===== src/rtl/mini_dmem_responder_pkg.sv =====
// Shared MMIO definitions for the mini core data port: I/O page, register word offsets, CTRL layout.
// Offsets are word indices (byte offset >> 2) because the low two address bits are ignored.
package mini_dmem_responder_pkg;

    localparam logic [23:0] IO_PAGE_DEFAULT = 24'h0000FF;

    // Byte offsets 0x00, 0x04, 0x08, 0x0C, 0x10.
    localparam logic [5:0] WOFF_TIMER  = 6'h00;
    localparam logic [5:0] WOFF_CMP    = 6'h01;
    localparam logic [5:0] WOFF_CTRL   = 6'h02;
    localparam logic [5:0] WOFF_STATUS = 6'h03;
    localparam logic [5:0] WOFF_GPIO   = 6'h04;

    localparam int CTRL_TMR_EN = 0;
    localparam int CTRL_IRQ_EN = 1;

    typedef struct packed {
        logic irq_en;
        logic tmr_en;
    } ctrl_t;

endpackage


===== src/rtl/mini_mmio_timer.sv =====
// Timer block: TIMER counter, CMP, CTRL and the sticky match flag driving a level IRQ.
// Reads are combinational on the word offset; writes and counting happen on the rising edge.
module mini_mmio_timer
    import mini_dmem_responder_pkg::*;
(
    input  logic        clk_i,
    input  logic        rst_ni,
    input  logic        we_i,
    input  logic [5:0]  woff_i,
    input  logic [31:0] wdata_i,
    output logic [31:0] rdata_o,
    output logic        irq_o
);

    logic [31:0] timer_q, timer_d;
    logic [31:0] cmp_q, cmp_d;
    ctrl_t       ctrl_q, ctrl_d;
    logic        flag_q, flag_d;
    logic        match;

    always_comb begin
        timer_d = ctrl_q.tmr_en ? timer_q + 32'd1 : timer_q;
        cmp_d   = cmp_q;
        ctrl_d  = ctrl_q;
        flag_d  = flag_q;
        match   = ctrl_q.tmr_en && (timer_q == cmp_q);
        if (we_i) begin
            case (woff_i)
                WOFF_TIMER:  timer_d = wdata_i;
                WOFF_CMP:    cmp_d   = wdata_i;
                WOFF_CTRL:   ctrl_d  = '{irq_en: wdata_i[CTRL_IRQ_EN], tmr_en: wdata_i[CTRL_TMR_EN]};
                WOFF_STATUS: if (wdata_i[0]) flag_d = 1'b0;
                default:     ;
            endcase
        end
        // A match on the same edge as a W1C clear must leave the flag set.
        if (match) flag_d = 1'b1;
    end

    always_ff @(posedge clk_i or negedge rst_ni) begin
        if (!rst_ni) begin
            timer_q <= '0;
            cmp_q   <= '0;
            ctrl_q  <= '0;
            flag_q  <= 1'b0;
        end else begin
            timer_q <= timer_d;
            cmp_q   <= cmp_d;
            ctrl_q  <= ctrl_d;
            flag_q  <= flag_d;
        end
    end

    always_comb begin
        rdata_o = '0;
        case (woff_i)
            WOFF_TIMER:  rdata_o = timer_q;
            WOFF_CMP:    rdata_o = cmp_q;
            WOFF_CTRL:   rdata_o = {30'd0, ctrl_q.irq_en, ctrl_q.tmr_en};
            WOFF_STATUS: rdata_o = {31'd0, flag_q};
            default:     rdata_o = '0;
        endcase
    end

    assign irq_o = flag_q & ctrl_q.irq_en;

endmodule


===== src/rtl/mini_dmem_responder.sv =====
// M-stage data responder: word RAM plus one MMIO page (timer block, GPIO), zero-latency reads.
// Reads show pre-edge state, so a same-cycle load/store to one address returns the old data.
module mini_dmem_responder
    import mini_dmem_responder_pkg::*;
#(
    parameter int          RAM_WORDS = 64,
    parameter logic [23:0] IO_PAGE   = IO_PAGE_DEFAULT,
    parameter int          GPIO_W    = 8
) (
    input  logic              clk,
    input  logic              reset,
    input  logic              MemWriteM,
    input  logic [31:0]       ALUResultM,
    input  logic [31:0]       WriteDataM,
    output logic [31:0]       ReadDataM,
    output logic [GPIO_W-1:0] gpio_out,
    output logic              timer_irq
);

    localparam int IDX_W = $clog2(RAM_WORDS);

    logic              io_sel;
    logic [5:0]        woff;
    logic [IDX_W-1:0]  ram_idx;
    logic [31:0]       ram_q [RAM_WORDS];
    logic [GPIO_W-1:0] gpio_q, gpio_d;
    logic [31:0]       tmr_rdata;
    logic              unused_addr_bits;

    assign io_sel           = (ALUResultM[31:8] == IO_PAGE);
    assign woff             = ALUResultM[7:2];
    assign ram_idx          = ALUResultM[IDX_W+1:2];
    assign unused_addr_bits = &{1'b0, ALUResultM[1:0]};

    // RAM contents deliberately survive reset.
    always_ff @(posedge clk) begin
        if (MemWriteM && !io_sel) ram_q[ram_idx] <= WriteDataM;
    end

    always_comb begin
        gpio_d = gpio_q;
        if (MemWriteM && io_sel && (woff == WOFF_GPIO)) gpio_d = WriteDataM[GPIO_W-1:0];
    end

    always_ff @(posedge clk or negedge reset) begin
        if (!reset) gpio_q <= '0;
        else        gpio_q <= gpio_d;
    end

    mini_mmio_timer u_timer (
        .clk_i   (clk),
        .rst_ni  (reset),
        .we_i    (MemWriteM && io_sel),
        .woff_i  (woff),
        .wdata_i (WriteDataM),
        .rdata_o (tmr_rdata),
        .irq_o   (timer_irq)
    );

    always_comb begin
        ReadDataM = ram_q[ram_idx];
        if (io_sel) begin
            if (woff == WOFF_GPIO) ReadDataM = {{(32-GPIO_W){1'b0}}, gpio_q};
            else                   ReadDataM = tmr_rdata;
        end
    end

    assign gpio_out = gpio_q;

endmodule


===== config.mk =====
export PLATFORM = sky130hd
export DESIGN_NAME = mini_dmem_responder
export DESIGN_NICKNAME = d
export VERILOG_FILES = /design/src/rtl/mini_dmem_responder_pkg.sv /design/src/rtl/mini_mmio_timer.sv /design/src/rtl/mini_dmem_responder.sv
export SDC_FILE = /design/constraint.sdc
export NUM_CORES = 2
export LEC_CHECK = 0
export CORE_MARGIN = 5
export CORE_UTILIZATION = 55
export CTS_CLUSTER_DIAMETER = 80
export CTS_CLUSTER_SIZE = 40
export DETAILED_ROUTE_END_ITERATION = 10
export GPL_ROUTABILITY_DRIVEN = 1
export MAX_ROUTING_LAYER = met4
export PLACE_DENSITY = 0.7
export SYNTH_ARGS = -nofsm -noshare
export SYNTH_HDL_FRONTEND = slang
export SYNTH_HIERARCHICAL = 1
export SYNTH_SLANG_ARGS = --single-unit

===== constraint.sdc =====
create_clock -name clk -period 4.05 [get_ports clk]
set_clock_uncertainty 0.15 [all_clocks]
set_input_delay 0.81 -clock clk [delete_from_list [all_inputs] [get_ports clk]]
set_output_delay 0.81 -clock clk [all_outputs]
set_load 0.02 [all_outputs]

== Word-level counts from Yosys, hierarchy flattened ==
Memory sizes are Yosys's and may differ from the RTL's.
Index checks and enable logic that the tools add are counted.

* Register bits: 75
* Bits in writable memories: 2048
* Input bits: 67
* Output and inout bits: 41
* Word-level logic and storage cells: 39
* Memories kept: 1

* Add/sub/neg operators: 1
* Eq/ne operators: 6
* Muxes and demuxes: 12
* Bitwise gates (word level): 1
* Reductions and logical operators: 12

{| class="wikitable"
|+ Memories
! name !! words !! width !! read ports !! clocked after Yosys merged registers in !! wr ports !! RTL line !! text
|-
| ram_q || 64 || 32 || 1 || 0 || 1 || mini_dmem_responder.sv:25 || <nowiki>logic [31:0] ram_q [RAM_WORDS];</nowiki>
|}

{| class="wikitable"
|+ Operators by type and width
! cell !! count
|-
| 32-bit two-way mux || 5
|-
| 32-bit one-hot mux with 4 select lines || 1
|-
| 32-bit by 1-bit adder with 32-bit output (second input constant) || 1
|-
| 32-bit == test || 1
|-
| 24-bit by 8-bit == test with 1-bit output (second input constant) || 1
|-
| 6-bit by 2-bit == test with 1-bit output (second input constant) || 2
|-
| 6-bit by 1-bit == test with 1-bit output (second input constant) || 1
|-
| 6-bit by 3-bit == test with 1-bit output (second input constant) || 1
|-
| 6-bit zero test || 1
|-
| 1-bit two-way mux || 6
|-
| 2-bit nonzero test || 3
|-
| 1-bit logical AND || 4
|-
| 2-bit AND reduction || 2
|-
| 3-bit AND reduction || 1
|-
| 1-bit bitwise AND || 1
|-
| 1-bit zero test || 1
|}

== Depth between registers and ports, before layout ==
* Word-level depth: 5
* Mapped depth: 11
* Depth with buffers taken out: 6

== Hierarchy ==
Netlist, hierarchy kept.

{| class="wikitable"
|+ By module, submodules not included
! module !! instances !! cells each !! area each (um^2)
|-
| mini_dmem_responder || 1 || 4333 || 78346.4
|-
| mini_mmio_timer || 1 || 404 || 4092.7
|}

== Worst setup path after synthesis ==
OpenSTA, ideal clock, no wires.

* Path kind: input port to flip-flop
* From: input port ALUResultM[2]
* To: memory ram_q[15][0], enable pin
* Library setup time: 421 ps
* Arrival: 3620 ps
* Path slack: -142 ps
* Stages on the path: 9
* Cells stage by stage: buf_6 buf_6 buf_2 buf_4 buf_4 buf_2 and3_1 nand2_1 nor2_1

{| class="wikitable"
|+ RTL lines
! what !! RTL line !! text
|-
| from (decl) || mini_dmem_responder.sv:13 || <nowiki>input logic [31:0] ALUResultM,</nowiki>
|-
| to (decl) || mini_dmem_responder.sv:25 ||
|}

Straight into the memory's write port.

== Final worst setup path ==
* From: input port ALUResultM[2]
* To: output port ReadDataM[21]

* Cells in the longest elaborated chain, start to end: 4
* Elaborated cells between the ends (all ways): 9

{| class="wikitable"
|+ Ends and longest elaborated chain
! what !! RTL line !! text
|-
| branches (longest 3 deep; another with memory 64 x 32 bit) || -- ||
|-
| 32-bit two-way mux (*) || mini_dmem_responder.sv:62 || <nowiki>if (io_sel) begin</nowiki>
|-
| to (decl) || mini_dmem_responder.sv:15 || <nowiki>output logic [31:0] ReadDataM,</nowiki>
|}

Mark *: on every way between the ends.

==> flow_summary.ini <==
[run_status]
outcome = finished with violations
violations = setup timing

[sta]
finalCritPeriodShare_pct = 108
min_period_ns = 4.38
timing.fmax_mhz = 228
slew_headroom_pct = 10.1
finalSetupViolations = 31
grt_setup_unrepaired = true
finalMaxSlewViolations = 0
fin_setup_tns_ns = -5.60
worst_slew_pin_slew_ns = 1.35
hold_viol_final = 0
finalWorstSetupSlack_ns = -0.333

[synth]
synth-edff-count = 2048
yosys_warnings = 6
synthFlopType = edfxtp_1
async_flop_share_pct = 3.53
synthesis.nets = 4805
synth_xor_area_share_pct = 0.669
synth_mux_area_share_pct = 5.60
yosysUniqueCellTypes = 86
synth_compound_area_share_pct = 11.2
yosys.area_share.simple_pct = 3.53
netlist_area_um2 = 82400
ys_seq_elements = 2123
syn-mean-instance-area_um2 = 17.4
synth_fa_ha_area_share_pct = 0.0152
synth_top_family_by_area = compound AO/OA/AOI/OAI gates
ys_seq_area_share_pct = 76.9
synth_cells = 4737

[layout]
final_common_cell = edfxtp_1
final_cell_area_um2 = 103000
mostFrequentLayoutCells = edfxtp_1 (2048), buf_4 (615), a22oi_1 (358)
syn_to_final_growth_pct = 25.5
nets = 5685
drive_gt1_share_pct = 34.5

[clock_network]
root_buffer = clkbuf_16
cts_tree = done
hold_buffers = 0
clock-sinks = 2123
cts_buffer_depth = 3
cts_buffers = 89
h-tree-depth = 3
clk_latency_ns = 0.78
path_clk_slew_ns = 0.13

[critical_path]
worstSetupEndpointType = primary output
startpoint_type = primary input
required_ns = 3.09
worst-endpoint-arrival_ns = 3.42
critPathMaxFanout = 8
worst-setup-path-type = in2out

[floorplanning]
dieArea_um2 = 158000
die_h_um = 397
die_x_um = 397
io_pins = 108
core_area_um2 = 149000
initial_core_util_pct = 55.2
rows = 142

[grt]
overflow = 0
grt_usage_pct = 39.8
grt_pass1_vias = 52300
grt_max_degree = 76
antenna_found_initial = 13
grt_pass1_wl_um = 421000

[power_and_ir_drop]
powerDensity_nw_per_um2 = 397
leakage_nw = 33.8
ir_drop_mv = 0.435

[routing]
first_pass_iters = 7
drtIter0Drc = 10800
wl_per_cell_um = 40.8
drc = 0
via_count = 56300
viasPerCell = 7.30
totalWireLength_um = 315000
ant_nets = 0

[flow_run]
max_cap_viol_count = 0

[min_path]
hp-class = in2async

[place]
place.port_buffers = 105
dpl_worst_slack_ns = -1.46
place_area_um2 = 94200
gp_congestion = 1.01
dpl.hpwl_um = 203000
-- final timing paths --
check	startpoint	to	slack (ns)	cells past startpoint
hold reg to reg	u_timer/ctrl_q[1]$_DFFE_PN0P_	u_timer/ctrl_q[1]$_DFFE_PN0P_	0.41	1
hold / removal	reset	u_timer/cmp_q[0]$_DFFE_PN0P_	0.03	1
max in group asynchronous	reset	u_timer/timer_q[20]$_DFF_PN0_	3.06	1
setup reg to reg	u_timer/timer_q[0]$_DFF_PN0_	u_timer/timer_q[22]$_DFF_PN0_	1.64	6
setup / recovery	ALUResultM[2]	ReadDataM[21]	-0.33	13
min in group clk	WriteDataM[9]	ram_q[12][9]$_DFFE_PP_	0.29	1
-- layer usage --
| metal | track usage, % | routed length [µm] |
|---|---|---|
| met1 | 52.7 | 105000 |
| met2 | 56.2 | 135000 |
| met3 | 12.0 | 50800 |
| met4 | 20.9 | 23600 |
| met5 | - | 0 |
-- synth_stat cells (8+ instances only) --
| master | count | area, µm² |
|---|---|---|
| a41oi_1 | 11 | 96.3 |
| and2_1 | 8 | 50.1 |
| a21oi_1 | 107 | 536 |
| nand3_1 | 32 | 160 |
| buf_6 | 12 | 135 |
| nand2_1 | 150 | 563 |
| edfxtp_1 | 2048 | 61500 |
| a22o_1 | 13 | 114 |
| xor2_1 | 38 | 333 |
| clkbuf_1 | 96 | 360 |
| buf_2 | 166 | 831 |
| o21ai_0 | 102 | 510 |
| dfrtp_1 | 75 | 1880 |
| a22oi_1 | 436 | 3270 |
| nor2_1 | 200 | 751 |
| a2bb2oi_1 | 9 | 78.8 |
| o221ai_1 | 20 | 175 |
| mux2_2 | 122 | 1370 |
| mux2i_1 | 125 | 1250 |
| o2bb2ai_1 | 9 | 78.8 |
| nand4_1 | 27 | 169 |
| xnor2_1 | 25 | 219 |
| or4_1 | 13 | 97.6 |
| mux4_2 | 88 | 1980 |
| nor3_1 | 52 | 260 |
| nor4_1 | 32 | 200 |
| o22ai_1 | 202 | 1260 |
| a31oi_1 | 20 | 125 |
| buf_4 | 29 | 218 |
| and3_1 | 16 | 100 |
| a221o_1 | 20 | 200 |
| a221oi_1 | 253 | 2220 |
| buf_1 | 48 | 180 |
-- cells by family (layout without fill, tap and decap cells) --
group | count (synthesis) | after routing
AO/OA/AOI/OAI | 1263 | 1263
XOR/XNOR | 63 | 63
adder cells (fa/ha/maj) | 1 | 1
buffers and inverters | 358 | 1311
flip-flops | 2123 | 2123
multiplexers | 336 | 336
other | 0 | 7
AND/OR/NAND/NOR | 593 | 594
-- worst max-delay path: stages --
cell and delay [ns]:
buf_16 0.13, buf_12 0.16, buf_12 0.13, and2_4 0.21, buf_12 0.19, buf_6 0.12
a22oi_2 0.21, o22ai_2 0.11, or4_4 0.45, nor4_4 0.35, buf_4 0.20, a41oi_2 0.13
buf_6 0.19
-- layout make-up --
class | count | area, µm²
timing repair buffer | 1143 | 13400
fill | 9260 | 46000
clock buffer | 97 | 2320
sequential | 2123 | 63400
clock inverter | 68 | 1280
antenna | 7 | 17.5
tap | 2016 | 2520
inverter | 3 | 26.3
multi-input combinational | 2257 | 20500
-- state kept, by name (all words and copies together) (netlist names) --
register	flops
u_timer/ctrl_q	2
u_timer/timer_q	32
u_timer/cmp_q	32
ram_q	2048
gpio_out	8
u_timer/flag_q	1
-- per-stage QoR --
| stage | instances | power [mW] | util, % | hold slack [ns] |
|---|---|---|---|---|
| floorplan | 4737 | 26.0 | - | 0.329 |
| global placement | 7369 | 27.9 | 63.0 | 0.368 |
| detailed placement | 7369 | 27.9 | 63.0 | 0.374 |
| CTS | 7609 | 40.5 | 67.3 | 0.0436 |
| global route | 7711 | 41.9 | 69.2 | 0.108 |
| finish | 7714 | 41.0 | 69.2 | 0.0341 |
-- where the power goes --
group | total [mW] | internal, mW | switching [mW]
registers | 24.2 | 24.2 | 0.0405
logic | 3.97 | 1.55 | 2.42
clock network | 12.8 | 4.88 | 7.96
-- timing repair --
item,CTS,global route
gates resized for setup,455,409
cloned,12,11
endpoints found under the setup margin,32,32
buffers inserted,73,110
pin swaps,117,177
Note: power is estimated with default switching activity, not from simulation.
